File: src/rtl/spike_aer_encoder.sv
// spike_aer_encoder
// Turns per-cycle neuron spike pulses into address-event words {neuron index, timestamp}.
// One pending flag per neuron holds a spike until the round-robin arbiter can push it
// into a small FIFO. The FIFO drives a valid/ready stream toward the router or host link.
// A spike that arrives while that neuron's previous event is still waiting is lost.
// Those losses are tallied in a saturating counter.

module spike_aer_encoder #(
  parameter  int NUM_NEURONS = 16,
  parameter  int FIFO_DEPTH  = 8,
  parameter  int TS_W        = 8,
  parameter  int DROP_W      = 8,
  localparam int ADDR_W      = $clog2(NUM_NEURONS)
) (
  input  logic                   clk_i,
  input  logic                   rst_ni,
  input  logic [NUM_NEURONS-1:0] spikes_i,
  input  logic                   tick_i,
  output logic                   aer_valid_o,
  input  logic                   aer_ready_i,
  output logic [ADDR_W-1:0]      aer_addr_o,
  output logic [TS_W-1:0]        aer_time_o,
  output logic                   fifo_full_o,
  output logic [DROP_W-1:0]      drop_cnt_o
);

  localparam int PTR_W = $clog2(FIFO_DEPTH);
  localparam int CNT_W = PTR_W + 1;

  logic [NUM_NEURONS-1:0] pending_r;
  logic [TS_W-1:0]        ts_r;
  logic [ADDR_W-1:0]      rr_ptr_r;
  logic [DROP_W-1:0]      drop_cnt_r;
  logic [PTR_W-1:0]       wr_ptr_r;
  logic [PTR_W-1:0]       rd_ptr_r;
  logic [CNT_W-1:0]       count_r;

  logic [ADDR_W-1:0]      addr_mem [FIFO_DEPTH];
  logic [TS_W-1:0]        time_mem [FIFO_DEPTH];

  logic [ADDR_W-1:0]      grant;
  logic [ADDR_W-1:0]      grant_hi;
  logic [ADDR_W-1:0]      grant_lo;
  logic                   found_hi;
  logic                   push;
  logic                   pop;
  logic [NUM_NEURONS-1:0] grant_onehot;
  logic                   drop_any;

  // Round-robin pick: lowest pending index at or above rr_ptr, else the lowest pending overall.
  always_comb begin
    grant_hi = '0;
    grant_lo = '0;
    found_hi = 1'b0;
    for (int i = NUM_NEURONS - 1; i >= 0; i--) begin
      if (pending_r[i]) begin
        grant_lo = ADDR_W'(i);
        if (i >= int'(rr_ptr_r)) begin
          grant_hi = ADDR_W'(i);
          found_hi = 1'b1;
        end
      end
    end
    grant = found_hi ? grant_hi : grant_lo;
  end

  // Push and pop decisions use only registered state. Ready therefore never reaches valid combinationally.
  always_comb begin
    push         = (|pending_r) && (count_r != CNT_W'(FIFO_DEPTH));
    pop          = aer_valid_o && aer_ready_i;
    grant_onehot = push ? (NUM_NEURONS'(1) << grant) : '0;
    drop_any     = |(spikes_i & pending_r & ~grant_onehot);
  end

  // Pending flags, timestamp, arbiter pointer and loss counter.
  always_ff @(posedge clk_i or negedge rst_ni) begin
    if (!rst_ni) begin
      pending_r  <= '0;
      ts_r       <= '0;
      rr_ptr_r   <= '0;
      drop_cnt_r <= '0;
    end else begin
      pending_r <= spikes_i | (pending_r & ~grant_onehot);
      if (tick_i) begin
        ts_r <= ts_r + TS_W'(1);
      end
      if (push) begin
        rr_ptr_r <= (grant == ADDR_W'(NUM_NEURONS - 1)) ? '0 : grant + ADDR_W'(1);
      end
      if (drop_any && (drop_cnt_r != '1)) begin
        drop_cnt_r <= drop_cnt_r + DROP_W'(1);
      end
    end
  end

  // FIFO bookkeeping; the depth is a power of two, so the pointers wrap naturally.
  always_ff @(posedge clk_i or negedge rst_ni) begin
    if (!rst_ni) begin
      wr_ptr_r <= '0;
      rd_ptr_r <= '0;
      count_r  <= '0;
    end else begin
      if (push) begin
        wr_ptr_r <= wr_ptr_r + PTR_W'(1);
      end
      if (pop) begin
        rd_ptr_r <= rd_ptr_r + PTR_W'(1);
      end
      case ({push, pop})
        2'b10:   count_r <= count_r + CNT_W'(1);
        2'b01:   count_r <= count_r - CNT_W'(1);
        default: count_r <= count_r;
      endcase
    end
  end

  // FIFO storage. No reset is needed because valid gates every read.
  always_ff @(posedge clk_i) begin
    if (push) begin
      addr_mem[wr_ptr_r] <= grant;
      time_mem[wr_ptr_r] <= ts_r;
    end
  end

  assign aer_valid_o = (count_r != '0);
  assign fifo_full_o = (count_r == CNT_W'(FIFO_DEPTH));
  assign aer_addr_o  = addr_mem[rd_ptr_r];
  assign aer_time_o  = time_mem[rd_ptr_r];
  assign drop_cnt_o  = drop_cnt_r;

endmodule

File: config.mk
export PLATFORM = sky130hd
export DESIGN_NAME = spike_aer_encoder
export DESIGN_NICKNAME = d
export VERILOG_FILES = /design/src/rtl/spike_aer_encoder.sv
export SDC_FILE = /design/constraint.sdc
export NUM_CORES = 1
export LEC_CHECK = 0
export CORE_MARGIN = 8
export CORE_UTILIZATION = 29
export CTS_CLUSTER_SIZE = 8
export DETAILED_ROUTE_END_ITERATION = 10
export PLACE_DENSITY = 0.58
export SLEW_MARGIN = 0
export SYNTH_ARGS = -nofsm -noshare
export SYNTH_HDL_FRONTEND = slang
export SYNTH_SLANG_ARGS = --single-unit
File: constraint.sdc
create_clock -name clk_i -period 4.13 [get_ports clk_i]
set_input_delay 0.826 -clock clk_i [delete_from_list [all_inputs] [get_ports clk_i]]
set_output_delay 0.826 -clock clk_i [all_outputs]
set_load 0.005 [all_outputs]
==> out/metrics.csv <==
metric,value,unit
place_ws,120,ps
seq_power_share,38.4,%
clock_latency,420,ps
grt_pass1_vias,4722,
area_growth,24.0,%
vdd_drop_max,0.349,mV
grt_max_degree,26,
wirelength,16800,um
htree_levels,4,
dieWidth,168,um
drt_iter0_markers,341,
p_switching,2.41,mW
ys_types,64,
period_needed,3930,ps
synthMuxAreaShare,10.7,%
cp.depth,14,
crit_buf_inv,0,
grt_pass1_wl,26800,um
whs,423,ps
holdCritPathClass,in -> async,
p_per_area,809,nW/um^2
antennaDiodeCount,0,
crit_path_start_kind,register,
synth_common_cells,"edfxtp_1, nand2_1, dfrtp_1",
timing.final.hold_violations,0,
antenna_found_initial,0,
r2r_start,rr_ptr_r[0],
arrival,4240,ps
rr_worst_depth,14,
required,4440,ps
ant_nets,0,
switching_share,35.7,%
place_congestion,0.972,
critPathTopFamily,compound AO/OA/AOI/OAI gates,
grt_overflow,0,
clk_pin_slew,60,ps
syn_nets,539,
seq_area_frac_synth,59.9,%
wl_per_cell,19.1,um
start_util,29.6,%
clock_sinks,142,
p_clk_share,21.4,%
ys_ff_latch,142,
cap_violations,0,
yosys_warnings,0,
clock_skew,11.4,ps
maxSlewHeadroom,53.6,%
synth_top_family_by_area,compound AO/OA/AOI/OAI gates,
utilization,36.7,%
yosys-top-cells-area,"edfxtp_1, dfrtp_1, mux4_2",
path_cells,"nand2_1, o311a_1, or4b_4, nor2_4, o311ai_1, o211ai_1, ha_2, o22ai_1, a2111oi_1, o2111ai_1, a2111o_1, nor4_4, nand2b_4, mux2_4",
crit_slowest_cell,or4b_4,
firstDrtPassIters,5,
synth_compound_area_share,11.1,%
cts_tree,built,
ff2ff_setup_slack,200,ps
crit_end,drop_cnt_o[1],
drive_gt1_share,22.9,%
finalSetupViolations,0,
intPower,4.34,mW
outcome,"complete, no violations",
crit_type,reg -> reg,
pin_count,42,
place_hpwl,11400,um
worst_slew_pin_slew,696,ps
top_layer_used,met4,
power_leakage,2.98,nW
synthMostInstantiatedCell,edfxtp_1,
vias,4530,
path_max_fanout,5,
nNetsFinal,616,
cts_made_buffers,17,
synthSimpleGateAreaFrac,10.6,%
rr_endpoint,drop_cnt_o[1],
syn-instance-count,505,
port_buffers,41,
cts_buffer_depth,2,
final_cells,880,
synth_edf_count,96,
num_rows,55,
netlist.area_leader.share,42.8,%
grt_usage,12.3,%
netlist_area,6730,um^2
routedLengthMet1,7440,um
synth_flop_cell,edfxtp_1,
cts_hold_buf,0,
dieArea,28300,um^2
dpl.cell_count,846,
max_freq,254,MHz
finalMaxSlewViolations,0,
synth_adder_area_share,2.71,%
dr_wl_met3,867,um
synth.avg_cell_area,13.3,um^2
coreArea,22700,um^2
die_h,168,um
wl_met2,7990,um
tns,0,ps
synth_xor_area_share,2.60,%
viasPerCell,5.15,
cpPeakStageDelay,520,ps
setup_ws,198,ps
drc,0,
synth.largest_area_cell,edfxtp_1,
async_flop_share,32.4,%
crit_start,rr_ptr_r[0],
cts_root_buf,clkbuf_16,
critical_path.endpoint_type,register,
p_comb_share,40.2,%
finalCritPeriodShare,95.2,%
-- logic make-up (layout without fill, tap and decap cells) --
family | after synthesis | after routing
flops | 142 | 142
simple gates | 142 | 142
compound gates | 107 | 107
mux | 40 | 40
buf+inv | 40 | 130
xor+xnor | 20 | 20
fa+ha+maj | 14 | 14
-- metal layers --
metal  GRT usage, %  vias up
met5              0        -
met4           5.32        0
met3           3.65       27
met2           19.8      145
met1           15.3     2260
li1               -     2098
-- worst register-to-register path, stage by stage, from the launching register on --
cell and delay [ps]:
dfrtp_1 400, nand2_1 120, o311a_1 410, or4b_4 520, nor2_4 100, o311ai_1 100
o211ai_1 270, ha_2 280, o22ai_1 80, a2111oi_1 380, o2111ai_1 170, a2111o_1 340
nor4_4 170, nand2b_4 190, mux2_4 290
-- area by class of cell --
| cell class | count | area [um^2] |
|---|---|---|
| Fill cell | 2176 | 14400 |
| Sequential cell | 142 | 4040 |
| Clock buffer | 18 | 439 |
| Inverter | 14 | 52.6 |
| Multi-Input combinational cell | 323 | 2610 |
| Timing Repair Buffer | 84 | 728 |
| Tap cell | 285 | 357 |
| Clock inverter | 14 | 120 |
-- placed cells by master (no fill, tap or decap), types with 3 or more instances in the layout --
cell             instances
buf_4                   43
nand4_1                  6
o21a_1                   3
nand3_1                  6
dfrtp_2                  3
a21o_1                  17
a21oi_1                 17
ha_1                    10
o211ai_1                 4
nor3_1                  13
nand2_1                 55
o2111ai_1                4
a22oi_1                  4
o31ai_1                  5
inv_2                    3
nor2b_1                  7
inv_1                   10
a211oi_1                 5
mux2_2                  14
and3_1                   5
and2_1                   4
mux4_2                  24
nor4_1                   7
xor2_1                   9
clkbuf_16               17
nand3b_1                 3
nor2_1                  18
edfxtp_1                96
clkdlybuf4s50_1         40
inv_8                    3
dfrtp_1                 43
xnor2_1                 11
nand2b_1                 4
a21boi_0                 3
inv_6                    5
o21ai_0                 18
-- registers in the layout, summed over array words and instances, names as in the netlist --
name and cells:
rd_ptr_r 3, count_r 4, ts_r 8, time_mem 64, rr_ptr_r 4, pending_r 16, drop_cnt_o 8, addr_mem 32
wr_ptr_r 3
-- power by group through the flow --
stage | logic, mW | clock network [mW] | registers [mW]
2_1_floorplan | 1.68 | 0 | 2.43
3_3_place_gp | 2.65 | 0 | 2.58
3_5_place_dp | 2.68 | 0 | 2.62
4_1_cts | 2.70 | 1.48 | 2.59
5_1_grt | 2.99 | 1.55 | 2.66
6_report | 2.71 | 1.44 | 2.60
-- how the worst min path moves through the flow --
stage | to | slack [ps] | depth (start not counted)
after floorplan | count_r[3] | 450 | 1
after global placement | count_r[3] | 470 | 1
after detailed placement | count_r[3] | 490 | 1
after CTS | ts_r[0] | 430 | 1
after global routing | ts_r[2] | 430 | 1
final | ts_r[0] | 420 | 1
-- repair_timing --
action | in CTS | in global routing
resized for setup | 0 | 9
hold endpoints to repair | 0 | 0
setup endpoints to repair | 0 | 8
buffers inserted | 0 | 2
-- through the flow --
step | total power [mW] | instance area [um^2]
2_1_floorplan | 4.11 | 6790
3_3_place_gp | 5.23 | 7750
3_5_place_dp | 5.30 | 7750
4_1_cts | 6.78 | 8310
5_1_grt | 7.20 | 8350
6_report | 6.75 | 8350
Power figures use the tool's default switching activity.
